$ cat src/rtl/mc_cpu_pkg.sv
// mc_cpu_pkg: shared constants for the multi-cycle core.
//   - instruction opcodes (IR[31:26]) and R-type funct codes (IR[5:0])
//   - FSM state enum (also exported on the core's state_dbg port)
//   - ALU operation codes selected in DECODE and applied in EXEC
package mc_cpu_pkg;

  localparam logic [5:0] OP_RTYPE = 6'h00;
  localparam logic [5:0] OP_ADDI  = 6'h08;
  localparam logic [5:0] OP_LW    = 6'h23;
  localparam logic [5:0] OP_SW    = 6'h2B;
  localparam logic [5:0] OP_BEQ   = 6'h04;
  localparam logic [5:0] OP_BNE   = 6'h05;
  localparam logic [5:0] OP_J     = 6'h02;
  localparam logic [5:0] OP_HALT  = 6'h3F;

  localparam logic [5:0] FN_ADD = 6'h20;
  localparam logic [5:0] FN_SUB = 6'h22;
  localparam logic [5:0] FN_AND = 6'h24;
  localparam logic [5:0] FN_OR  = 6'h25;
  localparam logic [5:0] FN_SLT = 6'h2A;
  localparam logic [5:0] FN_SLL = 6'h00;
  localparam logic [5:0] FN_SRL = 6'h02;

  typedef enum logic [2:0] {
    ST_FETCH  = 3'd0,
    ST_DECODE = 3'd1,
    ST_EXEC   = 3'd2,
    ST_MEM    = 3'd3,
    ST_WB     = 3'd4,
    ST_HALT   = 3'd5
  } state_t;

  typedef enum logic [2:0] {
    ALU_ADD = 3'd0,
    ALU_SUB = 3'd1,
    ALU_AND = 3'd2,
    ALU_OR  = 3'd3,
    ALU_SLT = 3'd4,
    ALU_SLL = 3'd5,
    ALU_SRL = 3'd6
  } alu_op_t;

endpackage

$ cat src/rtl/mc_microprocessor_regfile.sv
// mc_regfile: NREGS x DATA_W register file, r0 reads as zero.
//   clk              write clock
//   we/waddr/wdata   synchronous write port (writes to r0 dropped)
//   raddr_a/rdata_a  asynchronous read port A
//   raddr_b/rdata_b  asynchronous read port B
// Contents are not reset; only r0 has a defined value.
module mc_regfile #(
  parameter int DATA_W = 8,
  parameter int NREGS  = 32,
  parameter int AW     = $clog2(NREGS)
) (
  input  logic              clk,
  input  logic              we,
  input  logic [AW-1:0]     waddr,
  input  logic [DATA_W-1:0] wdata,
  input  logic [AW-1:0]     raddr_a,
  input  logic [AW-1:0]     raddr_b,
  output logic [DATA_W-1:0] rdata_a,
  output logic [DATA_W-1:0] rdata_b
);

  logic [DATA_W-1:0] regs [NREGS];

  always_ff @(posedge clk) begin
    if (we && (waddr != '0)) regs[waddr] <= wdata;
  end

  assign rdata_a = (raddr_a == '0) ? '0 : regs[raddr_a];
  assign rdata_b = (raddr_b == '0) ? '0 : regs[raddr_b];

endmodule

$ cat src/rtl/mc_microprocessor.sv
// mc_microprocessor: multi-cycle MIPS-like core, one instruction in flight.
//   clk, reset (async, active-high), enable (permits a new fetch)
//   imem_req/imem_addr/imem_rdata/imem_ready       instruction read port
//   dmem_req/dmem_we/dmem_addr/dmem_wdata/
//   dmem_rdata/dmem_ready                          data port
//   pc, halted, trap                               status
//   state_dbg                                      current FSM state (state_t)
//
// Handshake (both memory ports): a transfer completes in the cycle where
// req && ready; ready may already be high in the first req cycle. From the
// cycle req rises until completion, req/addr/we/wdata do not change. Reset
// drops req combinationally and abandons the transfer.
module mc_microprocessor
  import mc_cpu_pkg::*;
#(
  parameter int          DATA_W   = 8,
  parameter int          NREGS    = 32,
  parameter logic [31:0] RESET_PC = 32'h0
) (
  input  logic              clk,
  input  logic              reset,
  input  logic              enable,
  output logic              imem_req,
  output logic [31:0]       imem_addr,
  input  logic [31:0]       imem_rdata,
  input  logic              imem_ready,
  output logic              dmem_req,
  output logic              dmem_we,
  output logic [DATA_W-1:0] dmem_addr,
  output logic [DATA_W-1:0] dmem_wdata,
  input  logic [DATA_W-1:0] dmem_rdata,
  input  logic              dmem_ready,
  output logic [31:0]       pc,
  output logic              halted,
  output logic              trap,
  output logic [2:0]        state_dbg
);

  localparam int AW = $clog2(NREGS);

  state_t            state, state_nxt;
  logic [31:0]       ir, pc_r;
  logic [DATA_W-1:0] a_q, b_q, imm_q, res_q;
  alu_op_t           alu_op_q, dec_op;
  logic              trap_q, fetch_hold, dec_legal, rf_we;

  logic [5:0]        opcode, funct;
  logic [4:0]        shamt;
  logic [AW-1:0]     rs_a, rt_a, rd_a;
  logic [31:0]       imm32, br_target, j_target;
  logic [DATA_W-1:0] rdata_a, rdata_b, alu_b, alu_y;
  logic              take_br;

  assign opcode = ir[31:26];
  assign funct  = ir[5:0];
  assign shamt  = ir[10:6];
  assign rs_a   = ir[21 +: AW];
  assign rt_a   = ir[16 +: AW];
  assign rd_a   = ir[11 +: AW];
  assign imm32  = {{16{ir[15]}}, ir[15:0]};

  // pc_r already points past the branch when these are used in EXEC.
  assign br_target = pc_r + (imm32 << 2);
  assign j_target  = {pc_r[31:28], ir[25:0], 2'b00};

  mc_regfile #(.DATA_W(DATA_W), .NREGS(NREGS), .AW(AW)) u_regfile (
    .clk     (clk),
    .we      (rf_we),
    .waddr   ((opcode == OP_RTYPE) ? rd_a : rt_a),
    .wdata   (res_q),
    .raddr_a (rs_a),
    .raddr_b (rt_a),
    .rdata_a (rdata_a),
    .rdata_b (rdata_b)
  );

  // Opcode/funct legality and ALU selection.
  always_comb begin
    dec_op    = ALU_ADD;
    dec_legal = 1'b1;
    case (opcode)
      OP_RTYPE: begin
        case (funct)
          FN_ADD:  dec_op = ALU_ADD;
          FN_SUB:  dec_op = ALU_SUB;
          FN_AND:  dec_op = ALU_AND;
          FN_OR:   dec_op = ALU_OR;
          FN_SLT:  dec_op = ALU_SLT;
          FN_SLL:  dec_op = ALU_SLL;
          FN_SRL:  dec_op = ALU_SRL;
          default: dec_legal = 1'b0;
        endcase
      end
      OP_ADDI, OP_LW, OP_SW, OP_BEQ, OP_BNE, OP_J, OP_HALT: dec_op = ALU_ADD;
      default: dec_legal = 1'b0;
    endcase
  end

  // ALU. Shifts act on rt; a shift amount >= DATA_W yields zero by the
  // language's shift semantics.
  always_comb begin
    alu_b = (opcode == OP_RTYPE) ? b_q : imm_q;
    case (alu_op_q)
      ALU_ADD: alu_y = a_q + alu_b;
      ALU_SUB: alu_y = a_q - alu_b;
      ALU_AND: alu_y = a_q & alu_b;
      ALU_OR:  alu_y = a_q | alu_b;
      ALU_SLT: alu_y = {{(DATA_W-1){1'b0}}, ($signed(a_q) < $signed(alu_b))};
      ALU_SLL: alu_y = b_q << shamt;
      ALU_SRL: alu_y = b_q >> shamt;
      default: alu_y = '0;
    endcase
  end

  assign take_br = ((opcode == OP_BEQ) && (a_q == b_q)) ||
                   ((opcode == OP_BNE) && (a_q != b_q));

  always_ff @(posedge clk or posedge reset) begin
    if (reset) state <= ST_FETCH;
    else       state <= state_nxt;
  end

  always_comb begin
    state_nxt = state;
    imem_req  = 1'b0;
    dmem_req  = 1'b0;
    dmem_we   = 1'b0;
    rf_we     = 1'b0;
    case (state)
      ST_FETCH: begin
        // fetch_hold keeps a started request alive if enable drops.
        imem_req = (enable || fetch_hold) && !reset;
        if (imem_req && imem_ready) state_nxt = ST_DECODE;
      end
      ST_DECODE: begin
        if (!dec_legal || (opcode == OP_HALT)) state_nxt = ST_HALT;
        else                                   state_nxt = ST_EXEC;
      end
      ST_EXEC: begin
        case (opcode)
          OP_BEQ, OP_BNE, OP_J: state_nxt = ST_FETCH;
          OP_LW, OP_SW:         state_nxt = ST_MEM;
          default:              state_nxt = ST_WB;
        endcase
      end
      ST_MEM: begin
        dmem_req = 1'b1;
        dmem_we  = (opcode == OP_SW);
        if (dmem_ready) state_nxt = (opcode == OP_SW) ? ST_FETCH : ST_WB;
      end
      ST_WB: begin
        rf_we     = 1'b1;
        state_nxt = ST_FETCH;
      end
      ST_HALT: state_nxt = ST_HALT;
      default: state_nxt = ST_FETCH;
    endcase
  end

  always_ff @(posedge clk or posedge reset) begin
    if (reset) begin
      pc_r       <= RESET_PC;
      ir         <= '0;
      a_q        <= '0;
      b_q        <= '0;
      imm_q      <= '0;
      res_q      <= '0;
      alu_op_q   <= ALU_ADD;
      trap_q     <= 1'b0;
      fetch_hold <= 1'b0;
    end else begin
      fetch_hold <= imem_req && !imem_ready;
      case (state)
        ST_FETCH: begin
          if (imem_req && imem_ready) begin
            ir   <= imem_rdata;
            pc_r <= pc_r + 32'd4;
          end
        end
        ST_DECODE: begin
          a_q      <= rdata_a;
          b_q      <= rdata_b;
          imm_q    <= imm32[DATA_W-1:0];
          alu_op_q <= dec_op;
          if (!dec_legal) trap_q <= 1'b1;
        end
        ST_EXEC: begin
          res_q <= alu_y;
          if (opcode == OP_J) pc_r <= j_target;
          else if (take_br)   pc_r <= br_target;
        end
        ST_MEM: begin
          if (dmem_ready && (opcode == OP_LW)) res_q <= dmem_rdata;
        end
        default: ;
      endcase
    end
  end

  assign imem_addr  = pc_r;
  assign dmem_addr  = res_q;
  assign dmem_wdata = b_q;
  assign pc         = pc_r;
  assign halted     = (state == ST_HALT);
  assign trap       = trap_q;
  assign state_dbg  = state;

endmodule

$ cat config.mk
export PLATFORM = sky130hd
export DESIGN_NAME = mc_microprocessor
export DESIGN_NICKNAME = d
export VERILOG_FILES = /design/src/rtl/mc_cpu_pkg.sv /design/src/rtl/mc_microprocessor_regfile.sv /design/src/rtl/mc_microprocessor.sv
export SDC_FILE = /design/constraint.sdc
export NUM_CORES = 1
export LEC_CHECK = 0
export CAP_MARGIN = 15
export CORE_MARGIN = 2
export CORE_UTILIZATION = 39
export CTS_CLUSTER_SIZE = 8
export DETAILED_ROUTE_END_ITERATION = 10
export PLACE_DENSITY = 0.63
export REMOVE_ABC_BUFFERS = 1
export SLEW_MARGIN = 25
export SYNTH_ARGS = -nofsm -noshare
export SYNTH_HDL_FRONTEND = slang
export SYNTH_SLANG_ARGS = --single-unit
$ cat constraint.sdc
create_clock -name clk -period 12.3 [get_ports clk]
set_clock_uncertainty 0.15 [all_clocks]
set_input_delay 2.46 -clock clk [delete_from_list [all_inputs] [get_ports clk]]
set_output_delay 2.46 -clock clk [all_outputs]
set_load 0.1 [all_outputs]
Word level (Yosys, flattened, before mapping) --
Memories as Yosys holds them, arrays and structs flattened. Index checks and enable logic that the tools add are counted.
Word-level totals: memories kept 1, register bits 104, input bits 45, RAM bits 256, logic and storage cells 115
Memory list:
- u_regfile.regs | words 32, bits a word 8, rd ports 2, clocked after memory_dff 0, wr ports 1, RTL line mc_microprocessor_regfile.sv:22 | logic [DATA_W-1:0] regs [NREGS];
Cells by class: add/subtract/negate cells 4, equal/unequal tests 33, $lt $le $gt $ge 1, bitwise logic cells 3, muxes and demuxes 27, shifts and indexed selects 2, reductions and logical operators 33
Operators with widths (number):
- 32-bit two-way mux | 3
- 32-bit case mux with 2 select lines | 1
- 8-bit case mux with 7 select lines | 1
- 6-bit == test, second input constant | 8
- 32-bit by 3-bit adder with 32-bit output, second input constant | 1
- 32-bit adder | 1
- 8-bit two-way mux | 4
- 3-bit case mux with 6 select lines | 1
- 8-bit case mux with 2 select lines | 1
- 3-bit == test, second input constant | 5
- 3-bit two-way mux | 5
- 3-bit case mux with 5 select lines | 1
- 7-bit OR reduction | 2
- 3-bit by 2-bit == test with 1-bit output, second input constant | 4
- 6-bit by 2-bit == test with 1-bit output, second input constant | 2
- 6-bit by 3-bit == test with 1-bit output, second input constant | 2
- 6-bit logical NOT | 2
- 2-bit inequality test, second input constant | 6
- 5-bit logical NOT | 2
- 8-bit adder | 1
- 8-bit AND | 1
- 8-bit == test | 1
- 1-bit logical AND | 8
- 8-bit less-than comparator | 1
- other kinds (23) | 39

Logic depth before layout (Yosys ltp) --
word-level depth 8, gate-level depth with buffers 16, gate-level depth less buffers 14

Hierarchy --
From an unflattened synthesis, not the netlist that was laid out.
Unflattened totals: cell total of the unflattened synthesis 1819, area total of the unflattened synthesis 21006.4 um^2
By module, submodules not included:
- mc_regfile | sequential area each 7687.4 um^2, times used 1, cells each 699, area each 12441.9 um^2
- mc_microprocessor | sequential area each 2552.4 um^2, times used 1, cells each 1120, area each 8564.5 um^2

Least setup slack after synthesis --
No wires, ideal clock.
kind input -> output, start in reset, end out imem_req, path slack 1.589 ns, data required time 9.690 ns, stages 3, arrival 8.101 ns, path buffers 0, path through inv_1 o21ai_0 nor4_1
On the way: longest elaborated chain between the ends 3
RTL lines:
- start: declaration | RTL line mc_microprocessor.sv:21 | input logic reset,
- 1-bit logical NOT (no line)
- 1-bit logical AND | RTL line mc_microprocessor.sv:132 | imem_req = (enable || fetch_hold) && !reset;
- 1-bit two-way mux | RTL line mc_microprocessor.sv:129 | case (state)
- end: declaration | RTL line mc_microprocessor.sv:23 | output logic imem_req,
No other way between the ends.

Worst setup path in the final report --
Same ends and word-level chain as after synthesis.

==> impl_results.md <==
- Post-synthesis cell area: ~21000 µm²
- Vias per Instance: 5.96
- Switching power: around 3.5 mW
- Initial antenna violation count: 0
- Gate power share: 55.3%
- Std-Cell Rows: 84
- Chip height: about 240 µm
- Setup bufs post-CTS: 0
- Die area: about 55000 µm²
- Required @ worst endpoint: approximately 9.7 ns
- Hold WC Path Type: reg -> reg
- Initial Util: between 30% and 40%
- Crit end category: output port
- EDFF count, synth: approximately 260
- Synth Flop Type: edfxtp_1
- Clk root buf: clkbuf_16
- Clock power frac: between 15 and 20%
- Ports: 133
- Cells after Synth: 1741
- Clock transition at path regs: roughly 0.05 ns
- WP buf/inv: 3
- Drt initial violations: 1421
- Diodes inserted: 0
- DP Area: around 23000 µm²
- H-tree lvl count: 2
- WL/cell: around 23 µm
- Leak pwr: between 8 and 9 nW
- Fin area: around 24000 µm²
- Max incr delay on CP: between 1 and 1.5 ns
- RSZ-0062 raised after global routing: no
- Synth warn: 0
- Clock buffer depth: 3
- Worst path slowest cell: clkdlybuf4s50_1
- CTS Sinks: 358
- Placer congestion estimate: between 0.8 and 0.9
- Global-route wire length before repair: between 80 and 90 mm
- Total grt overflow: 0
- Core ar.: approximately 53000 µm²
- Synth Register Bits: 358
- Layout area overhead: 15.4%
- Mean Syn Cell Area: between 10 and 15 µm²
- Max Freq: 128 MHz
- Kind of critical path: in -> out
- Sequential power share: 27.3%
- Share of post-route cells with drive strength above 1: between 10% and 20%
- Post-CTS Resized: 0
- Status: completed
- Setup violators final: 0
- Worst path top cell family by delay: buffers and inverters
- Worst-Skew Late Latency: roughly 0.58 ns
- Largest net degree at the start of global routing: 62
- Max-slew headroom: 32.6%
- Worst EP arrival: approximately 5.2 ns
- WL final: ~58 mm
- DRT antenna net count: 0
- Yosys cell types: slightly above 80
- GRT Total Usage: 20.8%
- Most frequent cells in the layout: edfxtp_1, nand2_1, clkdlybuf4s50_1
- Commonest non-fill, non-tap cell in the layout: edfxtp_1
- Total number of vias: around 15000
- CTS tree: built
- Sequential area share after synthesis: between 40 and 50%
- Max-cap violation count: 0
- Highest net fanout along the worst path: between 40 and 50
- # hold bufs at CTS: 0
- Worst setup SP type: input port
- Setup TNS: 0 ns
- Crit share post-route: a little under two thirds
- Drt drc: 0
- Sw Share: between 40 and 50%
- Critical Path Stages: 5
- Worst R2R Path Depth: 13
- Fin. max-slew vios: 0
- Final Net Count: ~1900
- Slew @ Worst Pin: ~1.0 ns
- TritonRoute pass-1 iters: 5
- CTS buffer count: 51
- Peak VDD IR: about 0.00018 V
- Internal: approximately 3.7 mW
- Final hold vios: 0
- PwrDens: around 300 nW/µm²
- Min cycle time layout: 7.82 ns
- Chip width: ~240 µm
- HPWL after detailed placement: between 40 and 50 mm
- Hold Path Depth: 1
- Cells along the critical path: clkdlybuf4s50_1, inv_4, o21ai_0, nor4_1, clkdlybuf4s50_1
- Most used cell, CP: clkdlybuf4s50_1
- # port buffers: around 130
- Final Core Density: 45.7%
- Synth async-reset ratio: about 28%
- Vias in the first global route: between 10000 and 15000
[metal layers]
| metal | wire (µm) | vias up | global-route usage, % |
|---|---|---|---|
| li1 | - | 6854 | - |
| met1 | 24700 | 7550 | 28.3 |
| met2 | 28300 | 581 | 34.5 |
| met3 | 3670 | 89 | 2.83 |
| met4 | 1690 | 0 | 6.89 |
| met5 | 0 | - | 0 |
[cell type report]
type | count | area (µm²)
Fill cell | 4691 | 28600
Sequential cell | 358 | 10300
Multi-Input combinational cell | 1196 | 9720
Timing Repair Buffer | 174 | 1630
Clock buffer | 63 | 1340
Tap cell | 688 | 861
Inverter | 48 | 183
Clock inverter | 4 | 62.6
[path summary, 6_finish.rpt]
path	from	endpoint	slack (ns)
hold reg to reg	imm_q[2]	imm_q[2]	0.35
max in group asynchronous	reset	ir[16]	8.50
setup reg to reg	ir[29]	dmem_addr[7]	8.03
hold / removal	imm_q[2]	imm_q[2]	0.35
min in group asynchronous	reset	ir[8]	2.14
setup / recovery	reset	imem_req	4.48
[flip-flops by register name, indices dropped and copies added, names as in the netlist]
register and flops:
dmem_wdata 8, imem_addr 30, fetch_hold 1, dmem_addr 8, imm_q 8, a_q 8, u_regfile.regs 256, state_dbg 3
alu_op_q 3, trap 1, ir 32
[power groups by stage]
stage | Clock (mW) | Combinational, mW | Sequential, mW
after floorplan | 0 | 1.91 | 2.89
after detailed placement | 0 | 3.95 | 1.97
final | 1.26 | 3.97 | 1.96
after global placement | 0 | 3.89 | 1.97
after global routing | 1.33 | 4.24 | 2.00
after CTS | 1.28 | 3.96 | 1.96
[stage by stage]
stage	setup WS, ns	cells	power, mW	hold WS, ns
floorplan	1.59	1602	4.80	0.296
global placement	4.48	2464	5.86	0.327
detailed placement	4.45	2464	5.92	0.340
CTS	4.43	2531	7.20	0.352
global route	4.25	2531	7.57	0.367
finish	4.48	2531	7.19	0.354
[synth_stat cells, drive strengths merged (16+ instances only)]
library cell	number	area (µm²)
a21o	17	128
nand3	28	140
nor3	51	283
inv	46	173
mux4	120	2700
o211ai	24	185
a211oi	20	155
mux2	28	315
nand2b	28	175
mux2i	60	601
dfrtp	102	2550
nor2	96	360
ha	57	713
edfxtp	256	7690
a21oi	120	612
o21ai	80	404
buf	81	518
a31oi	31	230
a22o	16	140
nand2	182	683
xnor2	23	201
clkbuf	69	259
[cells by family after synthesis]
| logic type | share of synthesized area [%] |
|---|---|
| fa+ha+maj | 3.71 |
| flops | 49.2 |
| xor+xnor | 1.14 |
| other cells | 0.0180 |
| simple gates | 10.6 |
| buf+inv | 4.60 |
| compound gates | 13.4 |
| mux | 17.4 |
(Power assumes the default switching activity.)
